File: config.mk
export PLATFORM = sky130hd
export DESIGN_NAME = bus_bridge
export DESIGN_NICKNAME = d
export VERILOG_FILES = /design/src/rtl/bus_bridge.sv
export SDC_FILE = /design/constraint.sdc
export NUM_CORES = 1
export LEC_CHECK = 0
export ABC_AREA = 1
export ABC_CLOCK_PERIOD_IN_PS = 2000
export BUFFER_PORTS_ARGS = -buffer_cell sky130_fd_sc_hd__buf_2
export CAP_MARGIN = 40
export CORE_UTILIZATION = 40
export CTS_CLUSTER_SIZE = 25
export DETAILED_ROUTE_END_ITERATION = 8
export PLACE_DENSITY = 0.77
export SYNTH_ARGS = -nofsm -noshare
export SYNTH_HDL_FRONTEND = slang
export SYNTH_SLANG_ARGS = --single-unit
File: constraint.sdc
create_clock -name clk -period 2 [get_ports clk]
set_input_delay 0.2 -clock clk [delete_from_list [all_inputs] [get_ports clk]]
set_output_delay 0.2 -clock clk [all_outputs]
set_load 0.005 [all_outputs]
File: src/rtl/bus_bridge.sv
// Single-outstanding CPU-to-device bridge: decodes addr to N_SLV channels, holds strobes until ready or timeout.
// Latency: 2 cycles for a zero-wait device, +1 per device wait cycle; decode error / null access respond in 1 cycle.
// Backpressure: m_req is only sampled in IDLE and never queued; devices stall by holding s_ready low up to TIMEOUT cycles.
module bus_bridge #(
   parameter int ADDR_W  = 32,
   parameter int DATA_W  = 32,
   parameter int N_SLV   = 4,
   parameter int DEC_LSB = 28,
   parameter int TIMEOUT = 255
) (
   input  logic                          clk,
   input  logic                          rst_n,
   input  logic                          m_req,
   input  logic [ADDR_W-1:0]             m_addr,
   input  logic [DATA_W-1:0]             m_wdata,
   input  logic                          m_r,
   input  logic [DATA_W/8-1:0]           m_w,
   output logic [DATA_W-1:0]             m_rdata,
   output logic                          m_ready,
   output logic                          m_err,
   output logic                          m_busy,
   output logic [ADDR_W-1:0]             s_addr,
   output logic [DATA_W-1:0]             s_wdata,
   output logic [N_SLV-1:0]              s_r,
   output logic [(DATA_W/8)*N_SLV-1:0]   s_w,
   input  logic [DATA_W*N_SLV-1:0]       s_rdata,
   input  logic [N_SLV-1:0]              s_ready
);

   localparam int BE_W  = DATA_W / 8;
   localparam int IDX_W = (N_SLV > 1) ? $clog2(N_SLV) : 1;
   localparam int CNT_W = (TIMEOUT > 1) ? $clog2(TIMEOUT) : 1;
   localparam logic [IDX_W:0]   N_SLV_L   = (IDX_W+1)'(N_SLV);
   localparam logic [CNT_W-1:0] CNT_LAST  = CNT_W'(TIMEOUT - 1);

   typedef enum logic [1:0] {IDLE, ACCESS, RESP} state_t;

   typedef struct packed {
      logic             rd;
      logic [IDX_W-1:0] idx;
   } req_t;

   state_t           state;
   req_t             req_q;
   logic [CNT_W-1:0] cnt;

   logic [IDX_W-1:0]  dec_idx;
   logic              dec_bad;
   logic              dec_null;
   logic              sel_rdy;
   logic [DATA_W-1:0] sel_dat;

   always_comb begin
      dec_idx  = m_addr[DEC_LSB +: IDX_W];
      dec_bad  = ({1'b0, dec_idx} >= N_SLV_L) || (m_r && (m_w != '0));
      dec_null = !m_r && (m_w == '0);
   end

   // Only the latched channel's ready/data are observed; others are ignored.
   always_comb begin
      sel_rdy = 1'b0;
      sel_dat = '0;
      for (int k = 0; k < N_SLV; k++) begin
         if (req_q.idx == IDX_W'(k)) begin
            sel_rdy = s_ready[k];
            sel_dat = s_rdata[k*DATA_W +: DATA_W];
         end
      end
   end

   always_ff @(posedge clk or negedge rst_n) begin
      if (!rst_n) begin
         state   <= IDLE;
         req_q   <= '0;
         cnt     <= '0;
         s_addr  <= '0;
         s_wdata <= '0;
         s_r     <= '0;
         s_w     <= '0;
         m_rdata <= '0;
         m_ready <= 1'b0;
         m_err   <= 1'b0;
         m_busy  <= 1'b0;
      end else begin
         m_ready <= 1'b0;
         m_err   <= 1'b0;
         case (state)
            IDLE: begin
               if (m_req) begin
                  s_addr    <= m_addr;
                  s_wdata   <= m_wdata;
                  req_q.rd  <= m_r;
                  req_q.idx <= dec_idx;
                  m_busy    <= 1'b1;
                  if (dec_bad) begin
                     state   <= RESP;
                     m_ready <= 1'b1;
                     m_err   <= 1'b1;
                     if (m_r) m_rdata <= '0;
                  end else if (dec_null) begin
                     state   <= RESP;
                     m_ready <= 1'b1;
                  end else begin
                     state <= ACCESS;
                     cnt   <= '0;
                     for (int k = 0; k < N_SLV; k++) begin
                        if (dec_idx == IDX_W'(k)) begin
                           s_r[k]               <= m_r;
                           s_w[k*BE_W +: BE_W] <= m_w;
                        end
                     end
                  end
               end
            end
            ACCESS: begin
               // Ready on the final allowed cycle takes priority over timeout.
               if (sel_rdy) begin
                  state   <= RESP;
                  m_ready <= 1'b1;
                  s_r     <= '0;
                  s_w     <= '0;
                  if (req_q.rd) m_rdata <= sel_dat;
               end else if (cnt == CNT_LAST) begin
                  state   <= RESP;
                  m_ready <= 1'b1;
                  m_err   <= 1'b1;
                  s_r     <= '0;
                  s_w     <= '0;
                  if (req_q.rd) m_rdata <= '0;
               end else begin
                  cnt <= cnt + 1'b1;
               end
            end
            RESP: begin
               state  <= IDLE;
               m_busy <= 1'b0;
            end
            default: begin
               state  <= IDLE;
               m_busy <= 1'b0;
               s_r    <= '0;
               s_w    <= '0;
            end
         endcase
      end
   end

endmodule
After elaboration in Yosys (flattened, before gate mapping)

Cells that the tools add are included.

$add $sub $neg: 1
Multipliers: 0
Div/mod/pow operators: 0
Order comparisons: 0
Equality and inequality tests: 23
Shift operators: 0
Multiplexer cells: 60
Bitwise operators: 2
Reduce and logical (&&, ||, !) cells: 18

Operators with widths:

| operator                                                              | number |
|---|---|
| 32-bit two-way mux                                                    | 11 |
| 16-bit two-way mux                                                    | 5 |
| 32-bit case mux with 2 select lines                                   | 1 |
| 16-bit case mux with 3 select lines                                   | 1 |
| 8-bit two-way mux                                                     | 5 |
| 4-bit two-way mux                                                     | 9 |
| 6-bit AND reduction                                                   | 5 |
| 2-bit != test, second input constant                                  | 11 |
| 1-bit two-way mux                                                     | 17 |
| 8-bit case mux with 2 select lines                                    | 1 |
| 4-bit case mux with 3 select lines                                    | 1 |
| 2-bit equality test, second input constant                            | 5 |
| 2-bit two-way mux                                                     | 5 |
| 3-bit != test, second input constant                                  | 3 |
| 8-bit by 1-bit adder with 8-bit output, second input constant         | 1 |
| 8-bit equality test, second input constant                            | 1 |
| 7-bit AND reduction                                                   | 1 |
| 2-bit by 1-bit equality test with 1-bit output, second input constant | 3 |
| 2-bit zero test                                                       | 3 |
| 1-bit case mux with 2 select lines                                    | 3 |
| 2-bit AND reduction                                                   | 3 |
| 4-bit zero test                                                       | 1 |
| 2-bit case mux with 2 select lines                                    | 1 |
| 4-bit nonzero test                                                    | 1 |
| 4 further kinds                                                       | 6 |

Flip-flop bits (word level): 132
Bits in latches: 0
RAM bits: 0
Bits in read-only memories: 0
Bits of input ports: 204
Output and inout port bits: 119
Logic and storage cells: 122
Memories kept: 0

Longest topological paths before layout

Depth in word-level cells: 8
Gate-level depth with buffers: 12
Gate-level depth less buffers: 11

Least setup slack after synthesis

Ideal clock, no wire load.

Kind: input -> register
Start point: input port m_w[2]
End point: register s_w[0]
Library setup time: 127 ps
Arrival: 1502 ps
Data required time: 1873 ps
Setup slack: 371 ps
Stages on the path: 9
Buffers on the path: 0
Cell sequence: nor4_1 inv_1 ha_1 nor2_1 nor2_1 nor3_1 nand3_2 nand2_1 o21ai_0

Cells in the longest elaborated chain, start to end: 4
Elaborated cells between the ends (all ways): 7
Those cells by class: eq/ne (2); reduce/logical (5)

RTL lines:

| element                                               | RTL line | text |
|---|---|---|
| start: declaration                                    | 17       | `input logic [DATA_W/8-1:0] m_w,` |
| 4-bit zero test or 4-bit nonzero test (tied branches) | 56, 55   |  |
| 1-bit logical AND (on tied branches)                  | 56, 55   |  |
| 2-bit != test (no source line)                        | --       |  |
| 6-bit AND reduction (no source line) (*)              | --       |  |
| end signal: indexed assignment                        | 109      | `s_w[k*BE_W +: BE_W] <= m_w;` |
| end: declaration                                      | 25       | `output logic [(DATA_W/8)*N_SLV-1:0] s_w,` |

Mark *: on every way between the ends. The rest lies on a longest branch, timed or not.
A chain may end at the register's enable or synchronous reset.

==> flow_summary.yaml <==
power:
  seqPwrFrac_pct: 33.1
  vdd_drop_max_uv: 856
  finalPower_uw: 13400
  power.density_mw_per_mm2: 1480
  p_clk_share_pct: 24.2
  comb_power_share_pct: 42.7
  p_sw_uw: 5090
  p_int_uw: 8310
  switching_share_pct: 38.0
  cellLeakagePower_uw: 0.00487
routing:
  via_count: 6286
  route.detailed.wl_per_inst_um: 15.6
  first_iter_violations: 287
  drt.antenna.violating_nets: 0
  routed_via_density: 4.95
  firstDrtPassIters: 5
  drc_errors: 0
  drt_wl_total_mm: 19.8
setup_path:
  worstSetupPathType: "reg -> reg"
  r2r_start: "s_addr[28]"
  startpoint_type: "flop"
  endpoint: "m_rdata[12]"
  cp.arrival_ns: 2.09
  cp_max_fo: 32
  reg2reg_to: "m_rdata[12]"
  cp-startpoint: "s_addr[28]"
  r2r_slack_ns: 0.21
  cp-end-kind: "flop"
  r2r_cells: 10
  crit_required_ns: 2.30
finish:
  multi_input_area_mm2: 0.00270
  instances_no_fill: 1269
  syn_to_final_growth_pct: 44.5
  drive_gt1_share_pct: 42.7
  fillCellCount: 1334
  layout_commonest_cell: "buf_2"
  nets: 1253
  finish.instance_area_mm2: 0.00904
  seqCellArea_mm2: 0.00325
  final_cell_mix: "buf_2, nand2_1, dfrtp_1"
  diodes: 0
logic_synthesis:
  syn_nets: 906
  seq_area_frac_synth_pct: 52.0
  ys_async_sr_fraction_pct: 100
  ys_ff_latch: 130
  ys.flop_type: "dfrtp_1"
  avgSynthCellArea_um2: 8.96
  synth_area_mm2: 0.00626
  syn_inst: 698
  synth-edff-count: 0
  synth.distinct_cells: 26
  yosysWarnings: 0
timing:
  slew_headroom_pct: 71.3
  finalMaxSlewViolations: 0
  min_period_over_period_pct: 89.4
  finalCriticalPeriod_ns: 1.79
  rsz0062_at_grt: "false"
  whs_ns: 0.0119
  setup-violations-final: 0
  skew_ns: 0.0118
  hold_viol: 0
  fmax_mhz: 559
  worst_pin_slew_ns: 0.427
placement:
  dp_hpwl_mm: 14.6
  postPlaceCellArea_mm2: 0.00818
  portBuffers: 322
  dp.cells: 1213
  gp_congestion: 0.913
cts:
  cts_buffers: 17
  root_buffer: "clkbuf_16"
  clock_latency_ns: 0.42
  cts.clk_slew.worst_paths_ns: 0.06
  cts_sinks: 130
  cts_tree: "done"
  cts_setup_buffers: 0
  clk_path_buf_depth: 2
  cts_resized: 0
  htree_num_levels: 4
floorplanning:
  pin_count: 323
  dieWidth_um: 127
  core-area_mm2: 0.0153
  rows: 45
  die_area_mm2: 0.0161
  dieHeight_um: 127
  start_util_pct: 41.0
grt:
  antenna_found_initial: 0
  grtUsageTotal_pct: 24.6
  grt_max_degree: 58
  grt_pass1_wl_mm: 30.4
  grt_overflow: 0
  grt_pass1_vias: 6168
min_path:
  hold_class: "in -> reg"
  worstHoldStart: "m_wdata[8]"
job:
  max_cap_viol_count: 0
status:
  status: "complete, no violations"
-- cell families (layout without fill, tap and decap cells) --
| kind of cell | count (synthesis) | in the layout | synth area share, % |
|---|---|---|---|
| AO/OA/AOI/OAI | 91 | 91 | 7.84 |
| XOR/XNOR | 6 | 6 | 0.840 |
| adder cells (fa/ha/maj) | 4 | 4 | 0.800 |
| buffers and inverters | 69 | 429 | 4.80 |
| flip-flops | 130 | 130 | 52.0 |
| multiplexers | 62 | 62 | 11.2 |
| AND/OR/NAND/NOR | 336 | 336 | 22.6 |
-- registers in the layout, indices dropped and copies added (netlist names) --
name,count
cnt,8
m_rdata,32
m_err,1
state,2
s_w,16
m_ready,1
s_r,4
s_wdata,32
s_addr,32
req_q,1
m_busy,1
-- layout make-up --
| cell class | count | area share [%] |
|---|---|---|
| clock buffer | 17 | 4.71 |
| tap | 211 | 2.92 |
| inverter | 33 | 1.38 |
| multi-input combinational | 499 | 29.9 |
| clock inverter | 15 | 2.10 |
| sequential | 130 | 36.0 |
| timing repair buffer | 364 | 23.0 |
-- timing repair --
item,4_1_cts,5_1_grt
setup endpoints to repair,0,0
hold buffers,23,1
hold endpoints to repair,47,1
-- per-layer routing --
metal	GRT usage [%]	wire, um	vias to the layer above
li1	-	-	2994
met1	27.7	7760	2959
met2	41.8	9800	277
met3	7.04	1430	56
met4	14.3	833	0
met5	0	0	-
-- worst min path at each step --
stage | to | slack [ns] | cells after the start
final | s_wdata[8] | 0.01 | 2
after detailed placement | s_wdata[17] | 0.14 | 1
after global placement | s_wdata[0] | 0.14 | 1
after CTS | s_addr[26] | 0.00009 | 2
after global routing | s_addr[9] | 0.003 | 2
after floorplan | cnt[0] | -0.1 | 0
-- Yosys cell counts (5+ instances only) --
library cell / count / share of area (%)
a22oi_1: 13 / 1.6
buf_2: 17 / 1.4
buf_4: 5 / 0.60
clkbuf_1: 14 / 0.84
dfrtp_1: 130 / 52
inv_1: 29 / 1.7
mux2_2: 62 / 11
nand2_1: 211 / 13
nand2_2: 5 / 0.50
nand3_1: 52 / 4.2
nand3_2: 6 / 0.96
nand4_1: 6 / 0.60
nor2_1: 48 / 2.9
o21ai_0: 70 / 5.6
-- per-stage QoR --
| step | util, % | TNS (ns) | setup WS [ns] |
|---|---|---|---|
| 2_1_floorplan | - | 0 | 0.371 |
| 3_3_place_gp | 53.6 | 0 | 0.0957 |
| 3_5_place_dp | 53.6 | -0.0444 | -0.0133 |
| 4_1_cts | 59.2 | 0 | 0.185 |
| 5_1_grt | 59.2 | 0 | 0.0698 |
| 6_report | 59.2 | 0 | 0.212 |
-- worst max-delay path, cell delays in order (launching register included) --
cell	delay, ns
dfrtp_1	0.55
nand2_2	0.11
clkinv_2	0.18
nand2_2	0.11
nand3_1	0.12
nand3_1	0.09
nand2_2	0.12
nand2_2	0.07
buf_12	0.17
nand2_1	0.08
nand2_1	0.06
-- power by group through the flow --
stage               Clock, uW  Combinational (uW)  Sequential [uW]
finish                   3240                5720             4440
global route             3410                6320             4570
floorplan                   0                3120             4470
detailed placement          0                5670             4440
CTS                      3290                5720             4430
global placement            0                5530             4400
Note: power is estimated with default switching activity, not from simulation.
